===== src/rtl/dcm_ctrl_pkg.sv =====
// Shared definitions for the DCM lock supervisor: state encoding and default timing.
package dcm_ctrl_pkg;

    // state  | meaning
    // HOLD   | dcm_reset asserted, counting out the reset pulse width
    // WAIT   | DCM out of reset, waiting for synchronized locked (with timeout)
    // STABLE | locked seen, requiring it to stay up for the qualification window
    // RUN    | downstream reset released, monitoring for lock loss
    // FAIL   | retries exhausted, DCM held in reset until restart or reset_n
    typedef enum logic [2:0] {
        ST_HOLD   = 3'd0,
        ST_WAIT   = 3'd1,
        ST_STABLE = 3'd2,
        ST_RUN    = 3'd3,
        ST_FAIL   = 3'd4
    } state_t;

    localparam int DEF_RST_HOLD_CYCLES = 8;
    localparam int DEF_LOCK_TIMEOUT    = 50000;
    localparam int DEF_STABLE_CYCLES   = 256;
    localparam int DEF_MAX_RETRY       = 7;
    localparam int DEF_CNT_WIDTH       = 16;

endpackage


===== src/rtl/sync2.sv =====
// Two-flop synchronizer for asynchronous level signals, resets to 0.
module sync2 #(
    parameter int WIDTH = 1
) (
    input  logic             clk,
    input  logic             rst_n,
    input  logic [WIDTH-1:0] d,
    output logic [WIDTH-1:0] q
);

    logic [WIDTH-1:0] meta;

    // Capture into the metastability stage, then retime once more.
    always_ff @(posedge clk or negedge rst_n) begin
        if (!rst_n) begin
            meta <= '0;
            q    <= '0;
        end else begin
            meta <= d;
            q    <= meta;
        end
    end

endmodule


===== src/rtl/dcm_lock_ctrl.sv =====
// DCM reset/lock supervisor. Sequences DCM reset, waits for lock with timeout and
// retry limit, qualifies lock stability, then releases the downstream reset.
//
// state  | meaning
// HOLD   | dcm_reset high for RST_HOLD_CYCLES
// WAIT   | waiting for lk, times out after LOCK_TIMEOUT cycles
// STABLE | lk must hold for STABLE_CYCLES before RUN
// RUN    | sys_reset low, lock_ok high, watching for lock loss
// FAIL   | sticky until restart or reset_n
module dcm_lock_ctrl
    import dcm_ctrl_pkg::*;
#(
    parameter int RST_HOLD_CYCLES = DEF_RST_HOLD_CYCLES,
    parameter int LOCK_TIMEOUT    = DEF_LOCK_TIMEOUT,
    parameter int STABLE_CYCLES   = DEF_STABLE_CYCLES,
    parameter int MAX_RETRY       = DEF_MAX_RETRY,
    parameter int CNT_WIDTH       = DEF_CNT_WIDTH
) (
    input  logic       clk_in,
    input  logic       reset_n,
    input  logic       locked,
    input  logic       clkin_stopped,
    input  logic       clkfx_stopped,
    input  logic       restart,
    output logic       dcm_reset,
    output logic       sys_reset,
    output logic       lock_ok,
    output logic       lock_lost,
    output logic       fail,
    output logic [3:0] retry_cnt
);

    localparam logic [CNT_WIDTH-1:0] HOLD_LAST    = CNT_WIDTH'(RST_HOLD_CYCLES - 1);
    localparam logic [CNT_WIDTH-1:0] TIMEOUT_LAST = CNT_WIDTH'(LOCK_TIMEOUT - 1);
    localparam logic [CNT_WIDTH-1:0] STABLE_LAST  = CNT_WIDTH'(STABLE_CYCLES - 1);
    localparam logic [CNT_WIDTH-1:0] CNT_MAX      = '1;

    logic [2:0]           pins_sync;
    logic                 lk;
    logic                 ci_stop;
    logic                 fx_stop;
    state_t               state;
    state_t               state_d;
    logic [CNT_WIDTH-1:0] cnt;
    logic [CNT_WIDTH-1:0] cnt_d;
    logic [3:0]           retry_d;
    logic [3:0]           retry_inc;
    logic                 lost_d;
    logic                 counting;

    sync2 #(.WIDTH(3)) u_sync (
        .clk   (clk_in),
        .rst_n (reset_n),
        .d     ({clkfx_stopped, clkin_stopped, locked}),
        .q     (pins_sync)
    );

    assign lk        = pins_sync[0];
    assign ci_stop   = pins_sync[1];
    assign fx_stop   = pins_sync[2];
    assign retry_inc = (retry_cnt == 4'hF) ? 4'hF : retry_cnt + 4'd1;
    assign counting  = (state == ST_HOLD) || (state == ST_WAIT) || (state == ST_STABLE);

    // Next state, retry count, lock-loss pulse and shared counter; restart overrides all.
    always_comb begin
        state_d = state;
        retry_d = retry_cnt;
        lost_d  = 1'b0;
        if (restart) begin
            state_d = ST_HOLD;
            retry_d = 4'd0;
        end else begin
            case (state)
                ST_HOLD: begin
                    if (cnt == HOLD_LAST) state_d = ST_WAIT;
                end
                ST_WAIT: begin
                    if (lk) begin
                        state_d = ST_STABLE;
                    end else if (cnt == TIMEOUT_LAST) begin
                        retry_d = retry_inc;
                        if ((MAX_RETRY != 0) && (32'(retry_inc) >= MAX_RETRY)) state_d = ST_FAIL;
                        else state_d = ST_HOLD;
                    end
                end
                ST_STABLE: begin
                    // A glitch sends us back to WAIT without charging a retry.
                    if (!lk || fx_stop) state_d = ST_WAIT;
                    else if (cnt == STABLE_LAST) state_d = ST_RUN;
                end
                ST_RUN: begin
                    if (!lk || ci_stop || fx_stop) begin
                        state_d = ST_HOLD;
                        lost_d  = 1'b1;
                    end
                end
                ST_FAIL: state_d = ST_FAIL;
                default: state_d = ST_HOLD;
            endcase
        end

        cnt_d = cnt;
        if (restart || (state_d != state)) cnt_d = '0;
        else if (counting && (cnt != CNT_MAX)) cnt_d = cnt + 1'b1;
    end

    // State, counter and outputs; outputs are decoded from the next state so they
    // change on the same edge as the transition.
    always_ff @(posedge clk_in or negedge reset_n) begin
        if (!reset_n) begin
            state     <= ST_HOLD;
            cnt       <= '0;
            retry_cnt <= 4'd0;
            dcm_reset <= 1'b1;
            sys_reset <= 1'b1;
            lock_ok   <= 1'b0;
            lock_lost <= 1'b0;
            fail      <= 1'b0;
        end else begin
            state     <= state_d;
            cnt       <= cnt_d;
            retry_cnt <= retry_d;
            dcm_reset <= (state_d == ST_HOLD) || (state_d == ST_FAIL);
            sys_reset <= (state_d != ST_RUN);
            lock_ok   <= (state_d == ST_RUN);
            lock_lost <= lost_d;
            fail      <= (state_d == ST_FAIL);
        end
    end

endmodule


===== config.mk =====
export PLATFORM = sky130hd
export DESIGN_NAME = dcm_lock_ctrl
export DESIGN_NICKNAME = d
export VERILOG_FILES = /design/src/rtl/dcm_ctrl_pkg.sv /design/src/rtl/sync2.sv /design/src/rtl/dcm_lock_ctrl.sv
export SDC_FILE = /design/constraint.sdc
export NUM_CORES = 1
export LEC_CHECK = 0
export CAP_MARGIN = 20
export CORE_MARGIN = 8
export CORE_UTILIZATION = 49
export CTS_CLUSTER_DIAMETER = 150
export DETAILED_ROUTE_END_ITERATION = 12
export PLACE_DENSITY = 0.76
export SKIP_CTS_REPAIR_TIMING = 1
export SLEW_MARGIN = 20
export SYNTH_ARGS = -nofsm -noshare
export SYNTH_HDL_FRONTEND = slang
export SYNTH_SLANG_ARGS = --single-unit

===== constraint.sdc =====
create_clock -name clk_in -period 6.3 [get_ports clk_in]
set_input_delay 1.575 -clock clk_in [delete_from_list [all_inputs] [get_ports clk_in]]
set_output_delay 1.575 -clock clk_in [all_outputs]
set_load 0.01 [all_outputs]

==> run summary <==
Non-Filler Cell Area, Final: 2150 sq um
Clock Tree Root: clkbuf_8
Final setup fails: 0
CTS tree: yes
Hold wc startpoint: u_sync.meta[0]$_DFF_PN0_
Clock power share: 39.2%
Final Hold Viols: 0
Peak Freq: 0.308 GHz
# Max-Cap Violations: 0
Layout cell share with drive strength beyond 1: 16.2%
Pwr dens: 190 nW/um^2
R2R Path Start: cnt[10]$_DFFE_PN0P_
Starting Density: 51.2%
Antenna fix cells: 0
Seq pwr share: 55.4%
Max-slew violation count: 0
Measured slew at the worst slew-check pin: 1.03 ns
CP delay by family, top: compound AO/OA/AOI/OAI gates
# rows: 22
CP endpoint kind: register
Status: finished clean
Tcrit/Tclk final: 51.6%
First-pass GRT wire length: 6470 um
Worst R2R Setup Slack: 3.55 ns
Cell variety after synth: 54
Crit-path max FO: 11
Clock skew: 0.0110 ns
Top cell type's share of synthesized area: 42.4%
Total core area: 3690 sq um
Area leader, netlist: dfrtp_1
Pre-antenna DRT Iters: 4
Hold endpoint: u_sync.q[0]$_DFF_PN0_
Area delta synth->final: 13.8%
Area post-placement: 2050 sq um
Post-synthesis cell count: 182
Die X-Extent: 78.1 um
Net switching power: 0.0000993 W
Reg2reg path depth: 5
Most used flip-flop cell after synthesis: dfrtp_1
Slowest CP cell: clkdlybuf4s50_1
FFs w/ async S/R, synth: 100%
PortBufs: 14
Global route total overflow: 0
Worst R2R End: cnt[4]$_DFFE_PN0P_
Setup TNS: 0 ns
CTS sink cnt: 34
Data arrival time of the critical path: 3.43 ns
Die Y: 78.1 um
ANT nets after route: 0
Fin nets: 204
Layout fillers: 305
Final cell utilization of the core: 58.3%
Worst Setup Start Kind: input port
Global placement routability congestion: 0.901
DRC: 0
Vias in the first global route: 1374
WL/cell: 16.2 um
GR Util All Layers: 13.1%
Clk buf depth: 2
RSZ-0062 raised after global routing: no
Later-pin clock latency in the skew report: 0.30 ns
CTS Buf Count: 5
H-tree depth: 2
Leakage power: 0.809 nW
Worst path max stage delay: 0.58 ns
Synth Register Bits: 34
Seq/Total Area, Yosys: 45.2%
Clk slew on worst S/H paths: 0.08 ns
Hold Path Depth: 0
Hold Crit Class: register to register
Net Sw Frac: 24.3%
Final WL: 3970 um
Post-synth EDFFs: 0
Critical Path RT: 6.48 ns
Minimum clock period: 3.25 ns
IO Count: 15
Avg Cell Area, Syn: 10.4 sq um
Worst vdd ir: 0.147 mV
Slew margin rel.: 31.1%
Vias: 1468
Internal Pwr Total: 0.000309 W
Smallest hold slack: 0.349 ns
Starting DRT DRC Count: 89
Post-DP HPWL: 2630 um
Worst path bufs/invs: 1
Synth warnings: 0
Pin count of the biggest net entering global routing: 35
Synth Net Count: 190
Die area: 6100 sq um
Synth top area cells: dfrtp_1 (42%), nor4_2 (6.6%), xnor2_1 (5.1%)
Vias per inst: 5.99
Logic pwr share: 5.4%
Initial antenna violation count: 0
Synth Cell Area: 1890 sq um
WS Path Type: input port to register
Worst-path cell chain: clkdlybuf4s50_1 > nor4_1 > a32oi_1 > o211a_1 > a2111oi_1
## layer usage
layer | vias to the layer above | part of all wire, % | global-route usage (%)
met4 | 0 | 2.3 | 7.59
met2 | 43 | 49 | 20.5
met3 | 8 | 5.1 | 3.64
li1 | 708 | - | -
met5 | - | 0 | 0
met1 | 709 | 43 | 16.0
## through the flow
step / total power [W] / std cells / worst slack (ns)
floorplan: 0.000243 / 182 / 3.53
global placement: 0.000252 / 237 / 2.80
detailed placement: 0.000252 / 237 / 2.77
CTS: 0.000413 / 245 / 3.09
global route: 0.000425 / 245 / 2.95
finish: 0.000408 / 245 / 3.05
## layout make-up
type	count	area [sq um]	area share, %
clock inverters	2	15.0	0.698
flip-flops and latches	34	853	39.7
clock buffers	6	72.6	3.38
repair buffers	15	148	6.87
inverters	7	26.3	1.22
multi-input cells	133	975	45.3
well taps	48	60.1	2.79
## synthesized netlist by cell type (3+ instances only)
master and number:
nor4_2 10, nor2_2 4, nand2b_1 4, nor4_1 8, nand2_1 9, nand3_1 5, inv_1 7, nand4_1 5
nor3_1 10, xnor2_1 11, nor2_1 12, dfrtp_1 32, clkbuf_1 4, a21oi_1 7, o21a_1 4, o21ai_0 3
## power groups by stage
| stage | sequential (W) | clock, W | combinational (W) |
|---|---|---|---|
| 6_report | 0.000226 | 0.000160 | 0.0000222 |
| 5_1_grt | 0.000226 | 0.000173 | 0.0000250 |
| 4_1_cts | 0.000226 | 0.000165 | 0.0000226 |
| 3_5_place_dp | 0.000230 | 0 | 0.0000225 |
| 3_3_place_gp | 0.000230 | 0 | 0.0000221 |
| 2_1_floorplan | 0.000229 | 0 | 0.0000142 |
## state kept, by name (all words and copies together), names as in the netlist
signal,count
lock_ok,1
u_sync.meta,3
fail,1
u_sync.q,3
lock_lost,1
state,3
retry_cnt,4
dcm_reset,1
cnt,16
sys_reset,1
## logic make-up (layout without fill, tap and decap cells)
group / after synthesis / count (layout) / synth area share (%)
xor+xnor: 13 / 13 / 6.03
buf+inv: 15 / 30 / 4.24
flops: 34 / 34 / 45.2
compound gates: 32 / 32 / 13.5
mux: 2 / 2 / 1.06
simple gates: 84 / 84 / 28.7
fa+ha+maj: 2 / 2 / 1.32
## how the worst max path moves through the flow
stage | from | endpoint | slack, ns | cells past startpoint
after global routing | restart | cnt[6]$_DFFE_PN0P_ | 2.95 | 4
after floorplan | restart | cnt[0]$_DFFE_PN0P_ | 3.53 | 6
after detailed placement | restart | cnt[6]$_DFFE_PN0P_ | 2.77 | 4
after CTS | restart | cnt[6]$_DFFE_PN0P_ | 3.09 | 4
final | restart | cnt[4]$_DFFE_PN0P_ | 3.05 | 5
after global placement | restart | cnt[4]$_DFFE_PN0P_ | 2.80 | 4
## placed cells by master, fill, tap and decap left out, types with 3 or more instances in the layout
cell and instances:
nor2_2 4, nand2b_1 4, o21a_1 4, clkdlybuf4s50_1 14
nor4_2 10, nand3_1 5, nor2_1 12, a21oi_1 7
inv_1 7, xnor2_1 11, clkbuf_8 5, dfrtp_1 32
nor3_1 10, nor4_1 8, o21ai_0 3, nand4_1 5
nand2_1 9
Power figures use the tool's default switching activity.
